## src/rtl/line_draw_engine_if.sv

```systemverilog
// Command (valid/ready) and pixel-write (we/ready) channels of the line rasteriser.
interface line_draw_engine_if #(
    parameter int WIDTH_BITS = 6,
    parameter int COLOR_BITS = 8
);
    logic                    cmd_valid;
    logic                    cmd_ready;
    logic [WIDTH_BITS-1:0]   cmd_x0;
    logic [WIDTH_BITS-1:0]   cmd_y0;
    logic [WIDTH_BITS-1:0]   cmd_x1;
    logic [WIDTH_BITS-1:0]   cmd_y1;
    logic [COLOR_BITS-1:0]   cmd_color;
    logic                    cmd_mode;
    logic                    pix_we;
    logic [2*WIDTH_BITS-1:0] pix_addr;
    logic [COLOR_BITS-1:0]   pix_data;
    logic                    pix_ready;

    modport master (
        output cmd_valid, cmd_x0, cmd_y0, cmd_x1, cmd_y1, cmd_color, cmd_mode, pix_ready,
        input  cmd_ready, pix_we, pix_addr, pix_data
    );

    modport slave (
        input  cmd_valid, cmd_x0, cmd_y0, cmd_x1, cmd_y1, cmd_color, cmd_mode, pix_ready,
        output cmd_ready, pix_we, pix_addr, pix_data
    );
endinterface

```

## src/rtl/line_draw_engine.sv

```systemverilog
// Bresenham line rasteriser: queued line commands in, one pixel write per cycle out,
// optional 2-on/2-off dashing, and a per-window count of completed lines.
module line_draw_engine #(
    parameter int WIDTH_BITS      = 6,
    parameter int COLOR_BITS      = 8,
    parameter int FIFO_DEPTH_BITS = 2,
    parameter int COUNT_PERIOD    = 50000000
) (
    input  logic                     clk,
    input  logic                     reset,
    line_draw_engine_if.slave        bus,
    output logic                     busy,
    output logic [31:0]              count,
    output logic                     count_valid
);
    localparam int DEPTH = 1 << FIFO_DEPTH_BITS;
    localparam int CMD_W = 4 * WIDTH_BITS + COLOR_BITS + 1;
    localparam int PER_W = $clog2(COUNT_PERIOD);

    typedef enum logic [1:0] {IDLE, LOAD, SETUP, DRAW} state_t;

    function automatic logic [WIDTH_BITS-1:0] abs_diff(input logic [WIDTH_BITS-1:0] a,
                                                       input logic [WIDTH_BITS-1:0] b);
        return (a > b) ? (a - b) : (b - a);
    endfunction

    function automatic logic [WIDTH_BITS-1:0] step_coord(input logic [WIDTH_BITS-1:0] v,
                                                         input logic up);
        return up ? (v + WIDTH_BITS'(1)) : (v - WIDTH_BITS'(1));
    endfunction

    function automatic logic [31:0] sat_inc(input logic [31:0] v);
        return (v == 32'hFFFF_FFFF) ? v : (v + 32'd1);
    endfunction

    logic [CMD_W-1:0]           mem [DEPTH];
    logic [FIFO_DEPTH_BITS-1:0] wr_ptr, rd_ptr;
    logic [FIFO_DEPTH_BITS:0]   occ, occ_next;
    logic                       push, pop, fifo_empty;

    state_t                       state;
    logic [WIDTH_BITS-1:0]        x0, y0, x1, y1, x, y;
    logic [COLOR_BITS-1:0]        color;
    logic                         mode;
    logic signed [WIDTH_BITS:0]   dx, dy;
    logic signed [WIDTH_BITS+1:0] err, err_next;
    logic signed [WIDTH_BITS+2:0] e2, dx_w, dy_w;
    logic                         sx_up, sy_up, move_x, move_y;
    logic [1:0]                   step, step_next;
    logic [WIDTH_BITS-1:0]        x_next, y_next, adx, ady;
    logic                         advance, at_end, line_done;

    logic [PER_W-1:0] period;
    logic [31:0]      lines_done;

    assign fifo_empty = (occ == '0);
    assign push       = bus.cmd_valid & bus.cmd_ready;
    assign advance    = (state == DRAW) && (!bus.pix_we || bus.pix_ready);
    assign at_end     = (x == x1) && (y == y1);
    assign line_done  = advance && at_end;
    // Finishing a line pops the next command directly so only LOAD and SETUP sit between lines.
    assign pop        = !fifo_empty && ((state == IDLE) || line_done);
    assign busy       = !fifo_empty || (state != IDLE);
    assign adx        = abs_diff(x0, x1);
    assign ady        = abs_diff(y0, y1);

    always_comb begin
        occ_next = occ;
        if (push && !pop)
            occ_next = occ + (FIFO_DEPTH_BITS+1)'(1);
        else if (!push && pop)
            occ_next = occ - (FIFO_DEPTH_BITS+1)'(1);
    end

    always_ff @(posedge clk) begin
        if (!reset) begin
            wr_ptr        <= '0;
            rd_ptr        <= '0;
            occ           <= '0;
            bus.cmd_ready <= 1'b1;
        end else begin
            if (push) wr_ptr <= wr_ptr + FIFO_DEPTH_BITS'(1);
            if (pop)  rd_ptr <= rd_ptr + FIFO_DEPTH_BITS'(1);
            occ           <= occ_next;
            bus.cmd_ready <= (occ_next != (FIFO_DEPTH_BITS+1)'(DEPTH));
        end
    end

    always_ff @(posedge clk) begin
        if (push)
            mem[wr_ptr] <= {bus.cmd_x0, bus.cmd_y0, bus.cmd_x1, bus.cmd_y1, bus.cmd_color, bus.cmd_mode};
    end

    // Both error updates use the same e2 taken from the pre-step error.
    always_comb begin
        e2       = {err, 1'b0};
        dx_w     = {{2{dx[WIDTH_BITS]}}, dx};
        dy_w     = {{2{dy[WIDTH_BITS]}}, dy};
        move_x   = (e2 >= dy_w);
        move_y   = (e2 <= dx_w);
        err_next = err;
        if (move_x) err_next = err_next + {dy[WIDTH_BITS], dy};
        if (move_y) err_next = err_next + {dx[WIDTH_BITS], dx};
        x_next    = move_x ? step_coord(x, sx_up) : x;
        y_next    = move_y ? step_coord(y, sy_up) : y;
        step_next = step + 2'd1;
    end

    always_ff @(posedge clk) begin
        if (pop)
            {x0, y0, x1, y1, color, mode} <= mem[rd_ptr];
        if (state == LOAD) begin
            dx    <= $signed({1'b0, adx});
            dy    <= -$signed({1'b0, ady});
            err   <= $signed({2'b00, adx}) - $signed({2'b00, ady});
            sx_up <= (x0 < x1);
            sy_up <= (y0 < y1);
            x     <= x0;
            y     <= y0;
            step  <= 2'd0;
        end else if (advance && !at_end) begin
            err  <= err_next;
            x    <= x_next;
            y    <= y_next;
            step <= step_next;
        end
    end

    always_ff @(posedge clk) begin
        if (!reset) begin
            state        <= IDLE;
            bus.pix_we   <= 1'b0;
            bus.pix_addr <= '0;
            bus.pix_data <= '0;
        end else begin
            case (state)
                IDLE:  if (!fifo_empty) state <= LOAD;
                LOAD:  state <= SETUP;
                SETUP: begin
                    state        <= DRAW;
                    bus.pix_we   <= !(mode && step[1]);
                    bus.pix_addr <= {y, x};
                    bus.pix_data <= color;
                end
                DRAW: begin
                    if (advance) begin
                        if (at_end) begin
                            bus.pix_we <= 1'b0;
                            state      <= fifo_empty ? IDLE : LOAD;
                        end else begin
                            bus.pix_we   <= !(mode && step_next[1]);
                            bus.pix_addr <= {y_next, x_next};
                        end
                    end
                end
                default: state <= IDLE;
            endcase
        end
    end

    // A completion on the wrap cycle still belongs to the window that is closing.
    always_ff @(posedge clk) begin
        if (!reset) begin
            period      <= '0;
            lines_done  <= '0;
            count       <= '0;
            count_valid <= 1'b0;
        end else begin
            count_valid <= 1'b0;
            if (period == PER_W'(COUNT_PERIOD - 1)) begin
                period      <= '0;
                count       <= line_done ? sat_inc(lines_done) : lines_done;
                lines_done  <= '0;
                count_valid <= 1'b1;
            end else begin
                period <= period + PER_W'(1);
                if (line_done) lines_done <= sat_inc(lines_done);
            end
        end
    end
endmodule

```

## src/flat_wrapper.sv

```systemverilog
// flat-port wrapper written by rule: the top's interface ports become plain ports
module line_draw_engine_flat 
#(
    parameter int WIDTH_BITS      = 6,
    parameter int COLOR_BITS      = 8,
    parameter int FIFO_DEPTH_BITS = 2,
    parameter int COUNT_PERIOD    = 50000000
)
  (clk, reset, busy, count, count_valid, bus_cmd_valid, bus_cmd_x0, bus_cmd_y0, bus_cmd_x1, bus_cmd_y1, bus_cmd_color, bus_cmd_mode, bus_pix_ready, bus_cmd_ready, bus_pix_we, bus_pix_addr, bus_pix_data);
  line_draw_engine_if #(.WIDTH_BITS(WIDTH_BITS), .COLOR_BITS(COLOR_BITS)) bus_i ();
  input  logic clk;
  input  logic reset;
  output logic busy;
  output logic [31:0] count;
  output logic count_valid;
  input wire logic [$bits(bus_i.cmd_valid)-1:0] bus_cmd_valid;
  input wire logic [$bits(bus_i.cmd_x0)-1:0] bus_cmd_x0;
  input wire logic [$bits(bus_i.cmd_y0)-1:0] bus_cmd_y0;
  input wire logic [$bits(bus_i.cmd_x1)-1:0] bus_cmd_x1;
  input wire logic [$bits(bus_i.cmd_y1)-1:0] bus_cmd_y1;
  input wire logic [$bits(bus_i.cmd_color)-1:0] bus_cmd_color;
  input wire logic [$bits(bus_i.cmd_mode)-1:0] bus_cmd_mode;
  input wire logic [$bits(bus_i.pix_ready)-1:0] bus_pix_ready;
  output wire logic [$bits(bus_i.cmd_ready)-1:0] bus_cmd_ready;
  output wire logic [$bits(bus_i.pix_we)-1:0] bus_pix_we;
  output wire logic [$bits(bus_i.pix_addr)-1:0] bus_pix_addr;
  output wire logic [$bits(bus_i.pix_data)-1:0] bus_pix_data;
  assign bus_i.cmd_valid = bus_cmd_valid;
  assign bus_i.cmd_x0 = bus_cmd_x0;
  assign bus_i.cmd_y0 = bus_cmd_y0;
  assign bus_i.cmd_x1 = bus_cmd_x1;
  assign bus_i.cmd_y1 = bus_cmd_y1;
  assign bus_i.cmd_color = bus_cmd_color;
  assign bus_i.cmd_mode = bus_cmd_mode;
  assign bus_i.pix_ready = bus_pix_ready;
  assign bus_cmd_ready = bus_i.cmd_ready;
  assign bus_pix_we = bus_i.pix_we;
  assign bus_pix_addr = bus_i.pix_addr;
  assign bus_pix_data = bus_i.pix_data;
  line_draw_engine #(.WIDTH_BITS(WIDTH_BITS), .COLOR_BITS(COLOR_BITS), .FIFO_DEPTH_BITS(FIFO_DEPTH_BITS), .COUNT_PERIOD(COUNT_PERIOD)) u_core (.clk(clk), .reset(reset), .bus(bus_i), .busy(busy), .count(count), .count_valid(count_valid));
endmodule
```

## config.mk

```make
export PLATFORM = sky130hd
export DESIGN_NAME = line_draw_engine_flat
export DESIGN_NICKNAME = d
export VERILOG_FILES = /design/src/rtl/line_draw_engine_if.sv /design/src/rtl/line_draw_engine.sv /design/src/flat_wrapper.sv
export SDC_FILE = /design/constraint.sdc
export NUM_CORES = 1
export LEC_CHECK = 0
export CAP_MARGIN = 20
export CORE_UTILIZATION = 45
export CTS_BUF_LIST = sky130_fd_sc_hd__clkbuf_8 sky130_fd_sc_hd__clkbuf_16
export DETAILED_ROUTE_END_ITERATION = 12
export PLACE_DENSITY = 0.76
export SLEW_MARGIN = 30
export SYNTH_ARGS = -nofsm -noshare
export SYNTH_HDL_FRONTEND = slang
export SYNTH_SLANG_ARGS = --single-unit
```

## constraint.sdc

```tcl
create_clock -name clk -period 3.46 [get_ports clk]
set_input_delay 0.865 -clock clk [delete_from_list [all_inputs] [get_ports clk]]
set_output_delay 0.865 -clock clk [all_outputs]
set_load 0.005 [all_outputs]
```

Yosys cells after proc, flatten, opt, wreduce, memory -nomap -nowiden
Memories as Yosys holds them, arrays and structs flattened. A register that Yosys moved wholly into a read port is not among the register bits.
Index checks and enable logic that the tools add are counted.
Cells by class
  $add $sub $neg: 19
  $lt $le $gt $ge: 6
  equality and inequality tests: 12
  multiplexer cells: 32
  bitwise logic cells: 2
  reductions and logical operators: 28
Operators by type and width (number)
  $mux W32: 2
  $mux W6: 10
  $add A32 B1 Y32 const B: 1
  $eq A32 B32 Y1 const B: 1
  $mux W8: 4
  $add A26 B1 Y26 const B: 1
  $eq A26 B26 Y1 const B: 1
  $mux W12: 2
  $pmux W12 S2: 1
  $sub A6 B6 Y6: 4
  $add A6 B1 Y6 const B: 2
  $eq A6 B6 Y1: 2
  $gt A6 B6 Y1: 2
  $lt A6 B6 Y1: 2
  $sub A6 B1 Y6 const B: 2
  $ge A9 B7 Y1: 1
  $le A9 B7 Y1: 1
  $logic_and A1 B1 Y1: 9
  $add A8 B6 Y8: 1
  $add A8 B8 Y8: 1
  $pmux W2 S4: 1
  $logic_not A1 Y1: 7
  $neg A6 Y7: 1
  $sub A6 B6 Y7: 1
  other kinds (21): 39
Storage, ports and cells
  flip-flop bits (word level): 159
  memory bits (writable): 132
  input bits: 37
  output and inout port bits: 56
  word-level logic and storage cells: 120
  memories kept: 1
Memory list
  u_core.mem: depth 4, bits a word 33, rd ports 1, clocked after memory_dff 1, write ports 1, RTL line line_draw_engine.sv:36  | logic [CMD_W-1:0] mem [DEPTH];

Depth between registers and ports, before layout
  depth after elaboration: 10
  mapped depth: 18
  depth with buffers taken out: 17

Worst setup path after synthesis
No wires, ideal clock.
  kind: register to register
  start: register u_core.err[6]
  end: register u_core.err[6] (data pin)
  library setup time: 0.269 ns
  arrival: 3.507 ns
  required time: 3.191 ns
  slack: -0.316 ns
  cell stages (with the launch flop): 17
  path buffers: 1
  period minus slack after synthesis: 3.776 ns
  cell sequence: edfxtp_1 ha_1 nand4_1 o311ai_0 nand2_1 o21ai_0 clkbuf_1 mux2_2 ha_1 fa_1 a21o_1 a21oi_1 nor2b_1 o21ai_0 a21oi_1 xor2_1 o21ai_0
Between the ends
  cells in the longest elaborated chain, start to end: 6
  elaborated cells on any way between the ends: 8
  those cells by class: add/sub (2); order compare (2); mux (4)
Ends and longest elaborated chain
  start, declared: RTL line line_draw_engine.sv:46  | logic signed [WIDTH_BITS+1:0] err, err_next;
  start signal, assigned: RTL line line_draw_engine.sv:115  | err <= $signed({2'b00, adx}) - $signed({2'b00, ady});
  start signal, assigned: RTL line line_draw_engine.sv:122  | err <= err_next;
  $add A8 B8 Y8 or $ge A9 B7 Y1 (tied branches): RTL line line_draw_engine.sv:102, line_draw_engine.sv:99
  $mux W8: RTL line line_draw_engine.sv:102  | if (move_x) err_next = err_next + {dy[WIDTH_BITS], dy};
  $add A8 B6 Y8: RTL line line_draw_engine.sv:103  | if (move_y) err_next = err_next + {dx[WIDTH_BITS], dx};
  $mux W8 (*): RTL line line_draw_engine.sv:103
  $mux W8 (*): RTL line line_draw_engine.sv:121  | end else if (advance && !at_end) begin
  $mux W8 (*): RTL line line_draw_engine.sv:112  | if (state == LOAD) begin
Every way passes the cells marked *; elsewhere a longest branch is shown, timed or not. The select of a mux whose other input is x is not followed.
A chain may end at the register's enable or synchronous reset.

Final worst setup path
  start: register u_core.x0[0], read port of u_core.mem
  end: register u_core.err[7] (data pin)
Between the ends
  cells in the longest elaborated chain, start to end: 4
  elaborated cells on any way between the ends: 6
  those cells by class: add/sub (3); order compare (1); mux (2)
Ends and longest elaborated chain
  start, declared: RTL line line_draw_engine.sv:42  | logic [WIDTH_BITS-1:0] x0, y0, x1, y1, x, y;
  $sub A6 B6 Y6 or $gt A6 B6 Y1 (tied branches): RTL line line_draw_engine.sv:24  | return (a > b) ? (a - b) : (b - a);
  $mux W6 (*): RTL line line_draw_engine.sv:24
  named net u_core.adx[5]: RTL line line_draw_engine.sv:50  | logic [WIDTH_BITS-1:0] x_next, y_next, adx, ady;
  $sub A6 B6 Y7 (*): RTL line line_draw_engine.sv:115
  $mux W8 (*): RTL line line_draw_engine.sv:112
Mark *: on every way through the listed nets, which the timed path passes. The rest lies on a longest branch.

==> reports/summary.log <==
[run_status] result of the run finished with violations
[run_status] violated checks negative setup slack
[sta] highest clock rate 0.281 GHz
[pwr] combinational share of power 0.529
[grt] maximum number of pins on one net before global-route repair 63
[floorplan] Initial Utilization 0.460
[worst_setup_path] Arr. time, crit path 3.79 ns
[synth] post-synthesis net count 1,371
[sta] post-route setup TNS -0.282 ns
[synth] post-synthesis sequential area ratio 0.563
[detailed_routing] DR vias/cell 5.26
[detailed_routing] count of routing violations after the opening detailed-route iteration 563
[sta] worst setup margin -0.0947 ns
[grt] GRT Resource Usage Total 0.185
[sta] minimum clock period 3.55 ns
[job] # Max-Cap Violations 0
[sta] RSZ-0062 raised after global routing yes
[pwr] cell-internal power 12.8 mW
[synth] Synth top area share 0.398
[synth] library cell occupying the most area in the post-synthesis netlist sky130_fd_sc_hd__edfxtp_1
[clock_network] clock input transition at the sequential cells of the worst setup and hold paths 0.06 ns
[synth] average cell area after synthesis 12.1 µm²
[detailed_routing] DR pass1 iterations 5
[sta] count of final max-slew check failures 0
[floorplan] standard-cell rows 66
[worst_setup_path] Req. time, crit path 3.69 ns
[placed_design] weighted congestion at the end of routability-driven global placement 0.916
[clock_network] number of H-tree branching levels 2
[worst_setup_path] Worst Setup End Kind flip-flop
[worst_setup_path] buffer and inverter count on the worst path 3
[sta] final setup vio count 5
[sta] Worst Max-Slew Pin Slew 0.876 ns
[sta] worst clock skew 0.0259 ns
[pwr] switching share of total power 0.370
[min_path] type of the most critical hold path reg2reg
[floorplan] Die Footprint 34,300 µm²
[pwr] peak supply drop 1.15 mV
[synth] number of warnings reported in the yosys synthesis log 0
[pwr] fraction of power consumed by the clock network 0.186
[synth] synthesized instance count 1,247
[synth] most frequently used flop master after synthesis sky130_fd_sc_hd__edfxtp_1
[worst_setup_path] CP max-delay cell sky130_fd_sc_hd__edfxtp_1
[synth] largest cells by area after synthesis sky130_fd_sc_hd__edfxtp_1 40%, sky130_fd_sc_hd__dfxtp_1 16%, sky130_fd_sc_hd__ha_1 6.5%, sky130_fd_sc_hd__mux4_2 4.9%, sky130_fd_sc_hd__nor2_1 3.8%
[worst_setup_path] number of gates on the worst path with buffers counted 17
[detailed_routing] routed length per instance 16.6 µm
[detailed_routing] total length of routed wires 31,200 µm
[clock_network] CTS Buffer Depth 3
[synth] flops & latches, synth 324
[sta] share of the cycle needed by the critical path after routing 1.03
[synth] Yosys cell types 61
[finish] ANT cells 0
[grt] vias in the first global route 9,845
[worst_setup_path] Critical R2R Capture u_core.err[7]$_DFFE_PP_
[clock_network] CTS Hold Bufs 0
[placed_design] dpl ws -0.183 ns
[worst_setup_path] cell count of the worst reg-to-reg path 17
[pwr] part of the total power dissipated in sequential elements 0.285
[worst_setup_path] end point of the critical path u_core.err[7]$_DFFE_PP_
[worst_setup_path] RR Startpoint u_core.x0[0]$_DFFE_PP_
[synth] top post-synthesis cells by count 200 x sky130_fd_sc_hd__edfxtp_1, 151 x sky130_fd_sc_hd__nor2_1, 124 x sky130_fd_sc_hd__dfxtp_1
[sta] endpoints failing hold 0
[floorplan] Die W 185 µm
[clock_network] clock tree from TritonCTS yes
[worst_setup_path] critical-path maximum fanout 5
[pwr] switching power summed over all nets 7.55 mW
[worst_setup_path] critical path class reg2reg
[clock_network] clk sinks 324
[synth] synthesized area 15,100 µm²
[placed_design] number of port buffers 92
[grt] overall overflow remaining after global route 0
[worst_setup_path] launching element type of the critical path flip-flop
[placed_design] placed wire-length estimate 21,800 µm
[worst_setup_path] CP max stage delay 0.39 ns
[floorplan] vertical die dimension 185 µm
[finish] post-route cell area 18,400 µm²
[synth] EDFF count, synth 200
[detailed_routing] post-route antenna net violation count 0
[clock_network] Root Driver sky130_fd_sc_hd__clkbuf_16
[grt] global-route wire length before repair 50,200 µm
[grt] antenna violations before repair 1
[detailed_routing] DRC violation count after routing 0
[synth] Synth async-reset ratio 0
[placed_design] instance area at placement 16,900 µm²
[clock_network] latest clock arrival within the worst-skew pair 0.52 ns
[floorplan] number of ports placed on the die boundary 93
[pwr] leakage power total 6.69 nW
[floorplan] placeable core region 32,800 µm²
[sta] worst-case headroom to the max-slew limit 0.413
[pwr] pwr dens 1110 nW/µm²
[synth] most common cell in the netlist sky130_fd_sc_hd__edfxtp_1
[clock_network] number of buffers created by CTS 35
[worst_setup_path] Largest delay share family, worst path compound AO/OA/AOI/OAI gates
[finish] ratio of cells with drive above 1 in the final layout 0.154
[finish] Layout Area Growth over Synthesis 21.7%
[finish] number of nets in the layout 1,534
[detailed_routing] number of vias in the routed layout 9,869
[worst_setup_path] cell chain of the critical path inv_1, ha_1, inv_2, fa_2, a21oi_2, o21bai_2, a211oi_2, nor2_4, mux2_4, a31oi_4, buf_6, o221a_2, nand4_1, ha_1, o21ai_1, nand3b_1, o21ai_1
[worst_setup_path] first element of the critical path u_core.x0[0]$_DFFE_PP_
[worst_setup_path] reg2reg setup slack -0.09 ns
[registers in the layout (all words and copies together) (netlist names), 7 cells and up]
register / count
u_core.bus.pix_addr: 12
u_core.bus.pix_data: 8
u_core.color: 8
u_core.count: 32
u_core.dy: 7
u_core.err: 8
u_core.lines_done: 32
u_core.mem: 132
u_core.period: 26
[how the worst min path moves through the flow]
stage	from	end	cells after the start
2_1_floorplan	u_core.period[0]$_SDFF_PP0_	u_core.period[0]$_SDFF_PP0_	1
3_3_place_gp	u_core.bus.pix_addr[2]$_SDFFE_PN0P_	u_core.bus.pix_addr[2]$_SDFFE_PN0P_	2
3_5_place_dp	u_core.bus.pix_addr[2]$_SDFFE_PN0P_	u_core.bus.pix_addr[2]$_SDFFE_PN0P_	2
4_1_cts	u_core.bus.pix_addr[2]$_SDFFE_PN0P_	u_core.bus.pix_addr[2]$_SDFFE_PN0P_	2
5_1_grt	u_core.bus.pix_addr[4]$_SDFFE_PN0P_	u_core.bus.pix_addr[4]$_SDFFE_PN0P_	2
6_report	u_core.bus.pix_addr[2]$_SDFFE_PN0P_	u_core.bus.pix_addr[2]$_SDFFE_PN0P_	2
[layout make-up]
type / count / area [µm²]
Clock inverter: 20 / 180
Multi-Input combinational cell: 808 / 6330
Inverter: 70 / 263
Fill cell: 2607 / 14400
Clock buffer: 42 / 1010
Tap cell: 442 / 553
Timing Repair Buffer: 171 / 1530
Sequential cell: 324 / 8490
[logic make-up after synthesis]
| family | share of synthesized area |
|---|---|
| fa+ha+maj | 0.0766 |
| xor+xnor | 0.0639 |
| mux | 0.0779 |
| compound gates | 0.0742 |
| buf+inv | 0.0305 |
| flops | 0.563 |
| simple gates | 0.114 |
[power groups by stage]
stage | Sequential (mW) | Combinational, mW | Clock [mW]
global route | 5.90 | 11.8 | 4.00
CTS | 5.83 | 10.3 | 3.85
global placement | 5.86 | 9.25 | 0
detailed placement | 5.90 | 9.52 | 0
floorplan | 5.75 | 6.52 | 0
finish | 5.82 | 10.8 | 3.79
[per-layer routing]
layer	up-vias	GRT usage	wire length, µm	part of all wire
li1	4851	-	-	-
met1	4748	0.244	14200	0.45
met2	204	0.314	14800	0.48
met3	64	0.0299	1380	0.044
met4	2	0.0545	782	0.025
met5	-	0	13	0.00042
[timing repair]
| action | CTS | global route |
|---|---|---|
| cloned | 0 | 0 |
| setup buffers | 13 | 3 |
| pin swaps | 10 | 6 |
| gates resized for setup | 23 | 12 |
| setup endpoints to repair | 5 | 6 |
[worst reg2reg max path, cell delays in order, from the launching register on]
cell and delay [ns]:
sky130_fd_sc_hd__edfxtp_1 0.39, sky130_fd_sc_hd__inv_1 0.07, sky130_fd_sc_hd__ha_1 0.15, sky130_fd_sc_hd__inv_2 0.05
sky130_fd_sc_hd__fa_2 0.34, sky130_fd_sc_hd__a21oi_2 0.14, sky130_fd_sc_hd__o21bai_2 0.11, sky130_fd_sc_hd__a211oi_2 0.38
sky130_fd_sc_hd__nor2_4 0.10, sky130_fd_sc_hd__mux2_4 0.33, sky130_fd_sc_hd__a31oi_4 0.19, sky130_fd_sc_hd__buf_6 0.13
sky130_fd_sc_hd__o221a_2 0.17, sky130_fd_sc_hd__nand4_1 0.13, sky130_fd_sc_hd__ha_1 0.33, sky130_fd_sc_hd__o21ai_1 0.07
sky130_fd_sc_hd__nand3b_1 0.09, sky130_fd_sc_hd__o21ai_1 0.08
[per-stage QoR]
step                      power [mW]   util  hold WS [ns]  std cells
after floorplan                 12.3      -         0.430       1247
after global placement          15.1  0.515         0.442       1799
after detailed placement        15.4  0.515         0.447       1799
after CTS                       20.0  0.558         0.455       1874
after global routing            21.7  0.560         0.496       1877
final                           20.4  0.560         0.458       1877
[placed cells by master, fill, tap and decap left out, types with 38 or more instances in the layout]
| cell type | instances |
|---|---|
| sky130_fd_sc_hd__dfxtp_1 | 122 |
| sky130_fd_sc_hd__nand2_1 | 73 |
| sky130_fd_sc_hd__clkdlybuf4s50_1 | 92 |
| sky130_fd_sc_hd__edfxtp_1 | 200 |
| sky130_fd_sc_hd__inv_1 | 73 |
| sky130_fd_sc_hd__clkbuf_16 | 38 |
| sky130_fd_sc_hd__xor2_1 | 50 |
| sky130_fd_sc_hd__buf_4 | 76 |
| sky130_fd_sc_hd__a21oi_1 | 42 |
| sky130_fd_sc_hd__ha_1 | 74 |
| sky130_fd_sc_hd__nor2_1 | 150 |
| sky130_fd_sc_hd__xnor2_1 | 57 |
Power figures use the tool's default switching activity.
